===== config.mk =====
export PLATFORM = sky130hd
export DESIGN_NAME = ctrl_pipe
export DESIGN_NICKNAME = d
export VERILOG_FILES = /design/src/rtl/ctrl_pipe_pkg.sv /design/src/rtl/ctrl_pipe_hazard_unit.sv /design/src/rtl/ctrl_pipe.sv
export SDC_FILE = /design/constraint.sdc
export NUM_CORES = 1
export LEC_CHECK = 0
export CAP_MARGIN = 20
export CORE_AREA = 2 2 87 89
export CTS_CLUSTER_SIZE = 24
export DETAILED_ROUTE_END_ITERATION = 8
export DIE_AREA = 0 0 89 91
export GPL_TIMING_DRIVEN = 0
export SLEW_MARGIN = 10
export SYNTH_ARGS = -nofsm -noshare
export SYNTH_HDL_FRONTEND = slang
export SYNTH_SLANG_ARGS = --single-unit

===== constraint.sdc =====
create_clock -name clock -period 3.7 [get_ports clock]
set_input_delay 1.11 -clock clock [delete_from_list [all_inputs] [get_ports clock]]
set_output_delay 1.11 -clock clock [all_outputs]
set_load 0.05 [all_outputs]

===== src/rtl/ctrl_pipe_pkg.sv =====
// ctrl_pipe_pkg
//   Shared constants, stage-register layouts and a helper for the ctrl_pipe
//   pipeline-control slice (ID/EX, EX/MEM, MEM/WB control registers plus the
//   hazard unit).
//   Optional feature macro used by the slice: FORWARD_EN.
//   No ports (package).

package ctrl_pipe_pkg;

    localparam int REG_W  = 5;  // register-specifier width
    localparam int CTRL_W = 4;  // alu_ctrl width

    // Branch field encodings as produced by the ID-stage decoder.
    // 2'b01 is unused and behaves like BR_NONE.
    typedef enum logic [1:0] {
        BR_NONE = 2'b00,
        BR_BNE  = 2'b10,
        BR_BEQ  = 2'b11
    } branch_e;

    // ALU operand forwarding selects.
    typedef enum logic [1:0] {
        FWD_NONE = 2'b00,
        FWD_WB   = 2'b01,
        FWD_MEM  = 2'b10
    } fwd_e;

    typedef struct packed {
        logic              reg_write;
        logic              reg_dst;
        logic              alu_src;
        logic [1:0]        branch;
        logic              mem_write;
        logic              mem_to_reg;
        logic              mem_read;
        logic [CTRL_W-1:0] alu_ctrl;
        logic [REG_W-1:0]  rs;
        logic [REG_W-1:0]  rt;
        logic [REG_W-1:0]  rd;
    } idex_t;

    typedef struct packed {
        logic             reg_write;
        logic             mem_to_reg;
        logic             mem_write;
        logic             mem_read;
        logic [REG_W-1:0] dst;
    } exmem_t;

    typedef struct packed {
        logic             reg_write;
        logic             mem_to_reg;
        logic [REG_W-1:0] dst;
    } memwb_t;

    // True when a producer destination collides with an ID-stage source.
    // $0 is hard-wired, so it never creates a dependency.
    function automatic logic reg_conflict(
        input logic [REG_W-1:0] dst,
        input logic [REG_W-1:0] rs,
        input logic [REG_W-1:0] rt,
        input logic             uses_rt
    );
        return (dst != '0) && ((dst == rs) || (uses_rt && (dst == rt)));
    endfunction

endpackage


===== src/rtl/ctrl_pipe_hazard_unit.sv =====
// ctrl_pipe_hazard_unit
//   Combinational stall / flush / forwarding decisions for ctrl_pipe.
//   Macro FORWARD_EN: when defined, forwarding selects are produced and only
//   the load-use case stalls; otherwise every in-flight producer in EX or MEM
//   stalls a dependent instruction until it reaches WB.
// Ports
//   id_rs_i, id_rt_i, id_uses_rt_i   ID-stage source specifiers and rt usage
//   ex_branch_i, ex_zero_i           branch type in EX and ALU zero flag
//   ex_mem_read_i, ex_dst_i          EX-stage load flag and destination
//   mem_reg_write_i, mem_dst_i       MEM-stage producer
//   ex_rs_i, ex_rt_i, wb_*           (FORWARD_EN) forwarding inputs
//   ex_reg_write_i                   (no FORWARD_EN) EX-stage producer flag
//   pc_write_o, ifid_write_o         0 = hold PC / IF-ID
//   if_flush_o, branch_taken_o       taken-branch redirect
//   idex_bubble_o                    load a bubble into ID/EX
//   fwd_a_o, fwd_b_o                 (FORWARD_EN) operand selects

module ctrl_pipe_hazard_unit
    import ctrl_pipe_pkg::*;
(
    input  logic [REG_W-1:0] id_rs_i,
    input  logic [REG_W-1:0] id_rt_i,
    input  logic             id_uses_rt_i,
    input  logic [1:0]       ex_branch_i,
    input  logic             ex_zero_i,
    input  logic             ex_mem_read_i,
    input  logic [REG_W-1:0] ex_dst_i,
    input  logic             mem_reg_write_i,
    input  logic [REG_W-1:0] mem_dst_i,
`ifdef FORWARD_EN
    input  logic [REG_W-1:0] ex_rs_i,
    input  logic [REG_W-1:0] ex_rt_i,
    input  logic             wb_reg_write_i,
    input  logic [REG_W-1:0] wb_dst_i,
    output logic [1:0]       fwd_a_o,
    output logic [1:0]       fwd_b_o,
`else
    input  logic             ex_reg_write_i,
`endif
    output logic             pc_write_o,
    output logic             ifid_write_o,
    output logic             if_flush_o,
    output logic             branch_taken_o,
    output logic             idex_bubble_o
);

    logic taken;
    logic load_use;
    logic stall;

    assign taken = ((ex_branch_i == BR_BEQ) &&  ex_zero_i) ||
                   ((ex_branch_i == BR_BNE) && !ex_zero_i);

    assign load_use = ex_mem_read_i &
                      reg_conflict(ex_dst_i, id_rs_i, id_rt_i, id_uses_rt_i);

`ifdef FORWARD_EN
    assign stall = load_use;

    // One select per ALU operand; EX/MEM result is newer, so it wins.
    logic [REG_W-1:0] ex_src [2];
    logic [1:0]       fwd_sel [2];

    assign ex_src[0] = ex_rs_i;
    assign ex_src[1] = ex_rt_i;

    genvar gi;
    generate
        for (gi = 0; gi < 2; gi++) begin : g_fwd
            always_comb begin
                fwd_sel[gi] = FWD_NONE;
                if (mem_reg_write_i && (mem_dst_i != '0) && (mem_dst_i == ex_src[gi])) begin
                    fwd_sel[gi] = FWD_MEM;
                end else if (wb_reg_write_i && (wb_dst_i != '0) && (wb_dst_i == ex_src[gi])) begin
                    fwd_sel[gi] = FWD_WB;
                end
            end
        end
    endgenerate

    assign fwd_a_o = fwd_sel[0];
    assign fwd_b_o = fwd_sel[1];
`else
    // Without forwarding a result is only visible once it is in WB (the
    // register file writes before it reads), so EX and MEM producers stall.
    assign stall = load_use |
                   (ex_reg_write_i  & reg_conflict(ex_dst_i,  id_rs_i, id_rt_i, id_uses_rt_i)) |
                   (mem_reg_write_i & reg_conflict(mem_dst_i, id_rs_i, id_rt_i, id_uses_rt_i));
`endif

    // A taken branch discards the ID instruction anyway, so it overrides
    // any stall and lets the fetch stream move to the target.
    assign pc_write_o     = taken | ~stall;
    assign ifid_write_o   = taken | ~stall;
    assign if_flush_o     = taken;
    assign branch_taken_o = taken;
    assign idex_bubble_o  = taken | stall;

endmodule


===== src/rtl/ctrl_pipe.sv =====
// ctrl_pipe
//   Carries decoded control fields through ID/EX, EX/MEM and MEM/WB, and
//   drives the PC / IF-ID write enables, IF flush and branch redirect from
//   the hazard unit.
//   Macro FORWARD_EN: enables operand forwarding selects (fwd_a/fwd_b);
//   without it they are constant 00 and dependent instructions stall.
// Ports
//   clock, resetn                     rising-edge clock, async active-low reset
//   id_*                              decoded controls and specifiers from ID
//   ex_zero                           ALU zero flag in EX
//   ex_alu_src/ex_alu_ctrl/ex_reg_dst EX-stage controls
//   ex_rs, ex_rt                      EX-stage source specifiers
//   mem_write, mem_read, mem_dst      MEM-stage controls and destination
//   wb_reg_write, wb_mem_to_reg, wb_dst  WB-stage controls and destination
//   pc_write, ifid_write, if_flush, branch_taken  fetch control
//   fwd_a, fwd_b                      operand forwarding selects

module ctrl_pipe
    import ctrl_pipe_pkg::*;
(
    input  logic              clock,
    input  logic              resetn,
    input  logic              id_reg_write,
    input  logic              id_reg_dst,
    input  logic              id_alu_src,
    input  logic [1:0]        id_branch,
    input  logic              id_mem_write,
    input  logic              id_mem_to_reg,
    input  logic              id_mem_read,
    input  logic [CTRL_W-1:0] id_alu_ctrl,
    input  logic [REG_W-1:0]  id_rs,
    input  logic [REG_W-1:0]  id_rt,
    input  logic [REG_W-1:0]  id_rd,
    input  logic              ex_zero,
    output logic              ex_alu_src,
    output logic [CTRL_W-1:0] ex_alu_ctrl,
    output logic              ex_reg_dst,
    output logic [REG_W-1:0]  ex_rs,
    output logic [REG_W-1:0]  ex_rt,
    output logic              mem_write,
    output logic              mem_read,
    output logic              wb_reg_write,
    output logic              wb_mem_to_reg,
    output logic [REG_W-1:0]  mem_dst,
    output logic [REG_W-1:0]  wb_dst,
    output logic              pc_write,
    output logic              ifid_write,
    output logic              if_flush,
    output logic              branch_taken,
    output logic [1:0]        fwd_a,
    output logic [1:0]        fwd_b
);

    idex_t  idex_q,  idex_d;
    exmem_t exmem_q, exmem_d;
    memwb_t memwb_q, memwb_d;

    logic [REG_W-1:0] ex_dst;
    logic             id_uses_rt;
    logic             idex_bubble;

    assign ex_dst     = idex_q.reg_dst ? idex_q.rd : idex_q.rt;
    // rt is a source for R-type ALU ops and as store data.
    assign id_uses_rt = ~id_alu_src | id_mem_write;

    ctrl_pipe_hazard_unit u_hazard (
        .id_rs_i         (id_rs),
        .id_rt_i         (id_rt),
        .id_uses_rt_i    (id_uses_rt),
        .ex_branch_i     (idex_q.branch),
        .ex_zero_i       (ex_zero),
        .ex_mem_read_i   (idex_q.mem_read),
        .ex_dst_i        (ex_dst),
        .mem_reg_write_i (exmem_q.reg_write),
        .mem_dst_i       (exmem_q.dst),
`ifdef FORWARD_EN
        .ex_rs_i         (idex_q.rs),
        .ex_rt_i         (idex_q.rt),
        .wb_reg_write_i  (memwb_q.reg_write),
        .wb_dst_i        (memwb_q.dst),
        .fwd_a_o         (fwd_a),
        .fwd_b_o         (fwd_b),
`else
        .ex_reg_write_i  (idex_q.reg_write),
`endif
        .pc_write_o      (pc_write),
        .ifid_write_o    (ifid_write),
        .if_flush_o      (if_flush),
        .branch_taken_o  (branch_taken),
        .idex_bubble_o   (idex_bubble)
    );

`ifndef FORWARD_EN
    assign fwd_a = FWD_NONE;
    assign fwd_b = FWD_NONE;
`endif

    // A bubble clears the whole record; specifiers are zeroed too so a
    // bubble never looks like a forwarding consumer.
    always_comb begin
        idex_d = '0;
        if (!idex_bubble) begin
            idex_d.reg_write  = id_reg_write;
            idex_d.reg_dst    = id_reg_dst;
            idex_d.alu_src    = id_alu_src;
            idex_d.branch     = id_branch;
            idex_d.mem_write  = id_mem_write;
            idex_d.mem_to_reg = id_mem_to_reg;
            idex_d.mem_read   = id_mem_read;
            idex_d.alu_ctrl   = id_alu_ctrl;
            idex_d.rs         = id_rs;
            idex_d.rt         = id_rt;
            idex_d.rd         = id_rd;
        end
    end

    always_comb begin
        exmem_d.reg_write  = idex_q.reg_write;
        exmem_d.mem_to_reg = idex_q.mem_to_reg;
        exmem_d.mem_write  = idex_q.mem_write;
        exmem_d.mem_read   = idex_q.mem_read;
        exmem_d.dst        = ex_dst;

        memwb_d.reg_write  = exmem_q.reg_write;
        memwb_d.mem_to_reg = exmem_q.mem_to_reg;
        memwb_d.dst        = exmem_q.dst;
    end

    always_ff @(posedge clock or negedge resetn) begin
        if (!resetn) begin
            idex_q  <= '0;
            exmem_q <= '0;
            memwb_q <= '0;
        end else begin
            idex_q  <= idex_d;
            exmem_q <= exmem_d;
            memwb_q <= memwb_d;
        end
    end

    assign ex_alu_src    = idex_q.alu_src;
    assign ex_alu_ctrl   = idex_q.alu_ctrl;
    assign ex_reg_dst    = idex_q.reg_dst;
    assign ex_rs         = idex_q.rs;
    assign ex_rt         = idex_q.rt;
    assign mem_write     = exmem_q.mem_write;
    assign mem_read      = exmem_q.mem_read;
    assign mem_dst       = exmem_q.dst;
    assign wb_reg_write  = memwb_q.reg_write;
    assign wb_mem_to_reg = memwb_q.mem_to_reg;
    assign wb_dst        = memwb_q.dst;

endmodule


==> results_dict.tcl <==
set metrics [dict create \
    critPathKind "in -> out" \
    synth_edf_count 0 \
    cts_sinks 43 \
    worstPathArrival_ns 2.49 \
    grt_pass1_wl_mm 7.51 \
    worst_path_dominant_cell_family "buffers and inverters" \
    finalWirelength_mm 4.53 \
    drcViolationCount 0 \
    setup_slack_ns 0.102 \
    antenna_found_initial 0 \
    yosysMostFrequentCell "dfrtp_1" \
    cts_tree "done" \
    multi_input_area_um2 762 \
    antenna_cells 0 \
    cts_buffer_depth 2 \
    finalSetupTns_ns 0 \
    hold_path.class "reg -> reg" \
    drive_gt1_share_pct 33.1 \
    dieArea_um2 8100 \
    preCtsSetupSlack_ns -1.13 \
    ctsHoldBuffers 0 \
    synth.distinct_cells 29 \
    clk_latency_ns 0.29 \
    hold_viol_final 0 \
    initial_core_util_pct 28.6 \
    htreeDepth 2 \
    pin_count 68 \
    cp-start-kind "input pin" \
    ys_warn_count 0 \
    ant_nets 0 \
    ys_async_sr_fraction_pct 100 \
    cts_buffers 5 \
    slowest_stage "clkdlybuf4s50_1" \
    maxCapViolations 0 \
    via_per_inst 4.07 \
    power.density_nw_per_um2 714 \
    ys_ff_latch 43 \
    clk_pin_slew_ns 0.08 \
    vias 1460 \
    fin_crit_sh_pct 97.2 \
    grt_max_degree 30 \
    grt-ovfl-total 0 \
    ir_worst_vdd_uv 256 \
    num_rows 31 \
    place_congestion 0.750 \
    crit_fanout 9 \
    die_h_um 91 \
    synth_top_flop_cell "dfrtp_1" \
    synth_area_per_cell_um2 11.2 \
    p_total_uw 2150 \
    core_um2 7140 \
    grt_pass1_vias 1510 \
    setup-violations-final 0 \
    slowest_delay_ns 0.47 \
    relSlewSlack_pct 64.7 \
    synth_area_leaders "dfrtp_1 (53%), buf_4 (9.2%), nand3_1 (6.9%), nor2_2 (6.1%), xnor2_1 (5.1%)" \
    run_status "complete, no violations" \
    fillers 715 \
    synth_top_area_share_pct 52.6 \
    clock_skew_ns 0.00280 \
    port_buffers 63 \
    tightestPinTransition_ns 0.528 \
    syn_to_final_growth_pct 47.3 \
    regArea_um2 1080 \
    netlist_area_um2 2040 \
    largest_reg_flops 7 \
    nets 290 \
    die_x_um 89 \
    cp.required_ns 2.59 \
    worstPathCellList "clkdlybuf4s50_1 > xnor2_1 > nand2_2 > inv_1 > buf_4 > clkdlybuf4s18_2" \
    cts_root_buffer "clkbuf_8" \
    grt_usage_pct 12.3 \
    max_flop_register "idex_q" \
    worstSetupEndpointType "output port" \
    firstDrtPassIters 4 \
    seq_area_frac_synth_pct 52.6 \
    drtIter0Drc 38 \
    slew_violations 0 \
    leakagePower_uw 0.00137 \
    period_minus_slack_ns 3.60 \
    rsz0062_at_grt "false" \
    max_freq_mhz 278 \
    synth_cells 182 \
    synth_common_cells "dfrtp_1 (43), nand3_1 (28), buf_4 (25)" \
    critPathBufInv 4 \
    yosysTopAreaCell "dfrtp_1" \
    dp_hpwl_mm 3.33 \
    wl_per_cell_um 12.6 \
]
-- cells in the final DEF, fill, tap and decap left out, types with 2 or more instances in the layout --
cell type and n:
buf_12 3, mux2i_4 2, inv_1 8, nor2_1 6, xor2_1 5, nor3_1 2, clkbuf_8 5, dfrtp_1 43
conb_1 4, mux2i_1 2, xnor2_1 12, dlygate4sd2_1 6, clkbuf_1 4, nor4_1 2, buf_2 3, buf_4 30
clkdlybuf4s50_1 46, clkbuf_2 3, inv_2 2, nand3_1 28, xor2_2 2, nor2_2 20
-- report_power, final --
group | total, uW | switching (uW) | leakage (uW) | internal, uW
Combinational | 1120 | 672 | 0.000795 | 445
Clock | 348 | 150 | 0.0000513 | 198
Sequential | 686 | 87.3 | 0.000527 | 598
Total | 2150 | 909 | 0.00137 | 1240
-- cell type report --
| cell class | count | share of cell area (%) |
|---|---|---|
| plain buffers | 31 | 8.23 |
| repair buffers | 69 | 22.0 |
| clock inverters | 1 | 0.997 |
| multi-input cells | 100 | 25.3 |
| clock buffers | 6 | 2.41 |
| well taps | 99 | 4.11 |
| inverters | 10 | 1.25 |
| flip-flops and latches | 43 | 35.7 |
-- final timing paths --
path	from	end	slack, ns	cells past startpoint
worst max-delay path	ex_zero	if_flush	0.10	6
worst min-delay path	exmem_d[7]$_DFF_PN0_	exmem_q[7]$_DFF_PN0_	0.35	0
worst max register to register	ex_reg_dst$_DFF_PN0_	ex_rt[1]$_DFF_PN0_	1.47	10
max in group asynchronous	resetn	idex_q[4]$_DFF_PN0_	2.52	2
worst min register to register	exmem_d[7]$_DFF_PN0_	exmem_q[7]$_DFF_PN0_	0.35	0
min in group asynchronous	resetn	exmem_d[7]$_DFF_PN0_	0.72	1
-- cell families after synthesis --
group / share of synthesized area [%]
buffers and inverters: 14.3
AO/OA/AOI/OAI: 3.24
flip-flops: 52.6
AND/OR/NAND/NOR: 17.7
multiplexers: 3.86
other: 0.183
XOR/XNOR: 8.14
-- layer usage --
metal,vias to the layer above,track usage (%),share of wire (%)
met3,9,3.18,5.1
met1,681,17.3,46
met4,0,5.47,2.3
met5,-,0,0
met2,48,17.7,46
li1,722,-,-
-- through the flow --
stage,cells,hold slack (ns),utilization (%),cell area (um^2)
final,359,0.353,42.2,3010
after floorplan,185,0.331,-,2070
after CTS,358,0.354,41.6,2970
after global routing,359,0.375,42.2,3010
after global placement,347,0.332,39.5,2820
after detailed placement,348,0.336,39.7,2840
-- worst reg2reg max path, cell delays in order, from the launching register on --
cell	delay [ns]
dfrtp_1	0.38
buf_6	0.17
mux2i_1	0.35
xnor2_1	0.14
nor4_2	0.25
nand3_2	0.13
a21oi_4	0.21
buf_4	0.14
buf_4	0.18
buf_12	0.16
nor2_2	0.05
-- repair_timing --
action                                  4_1_cts  5_1_grt
setup buffers                                 3        2
pin swaps                                     4        7
resized for setup                            42       14
gates cloned                                  0        0
endpoints found under the setup margin        4        3
Note: power is estimated with default switching activity, not from simulation.
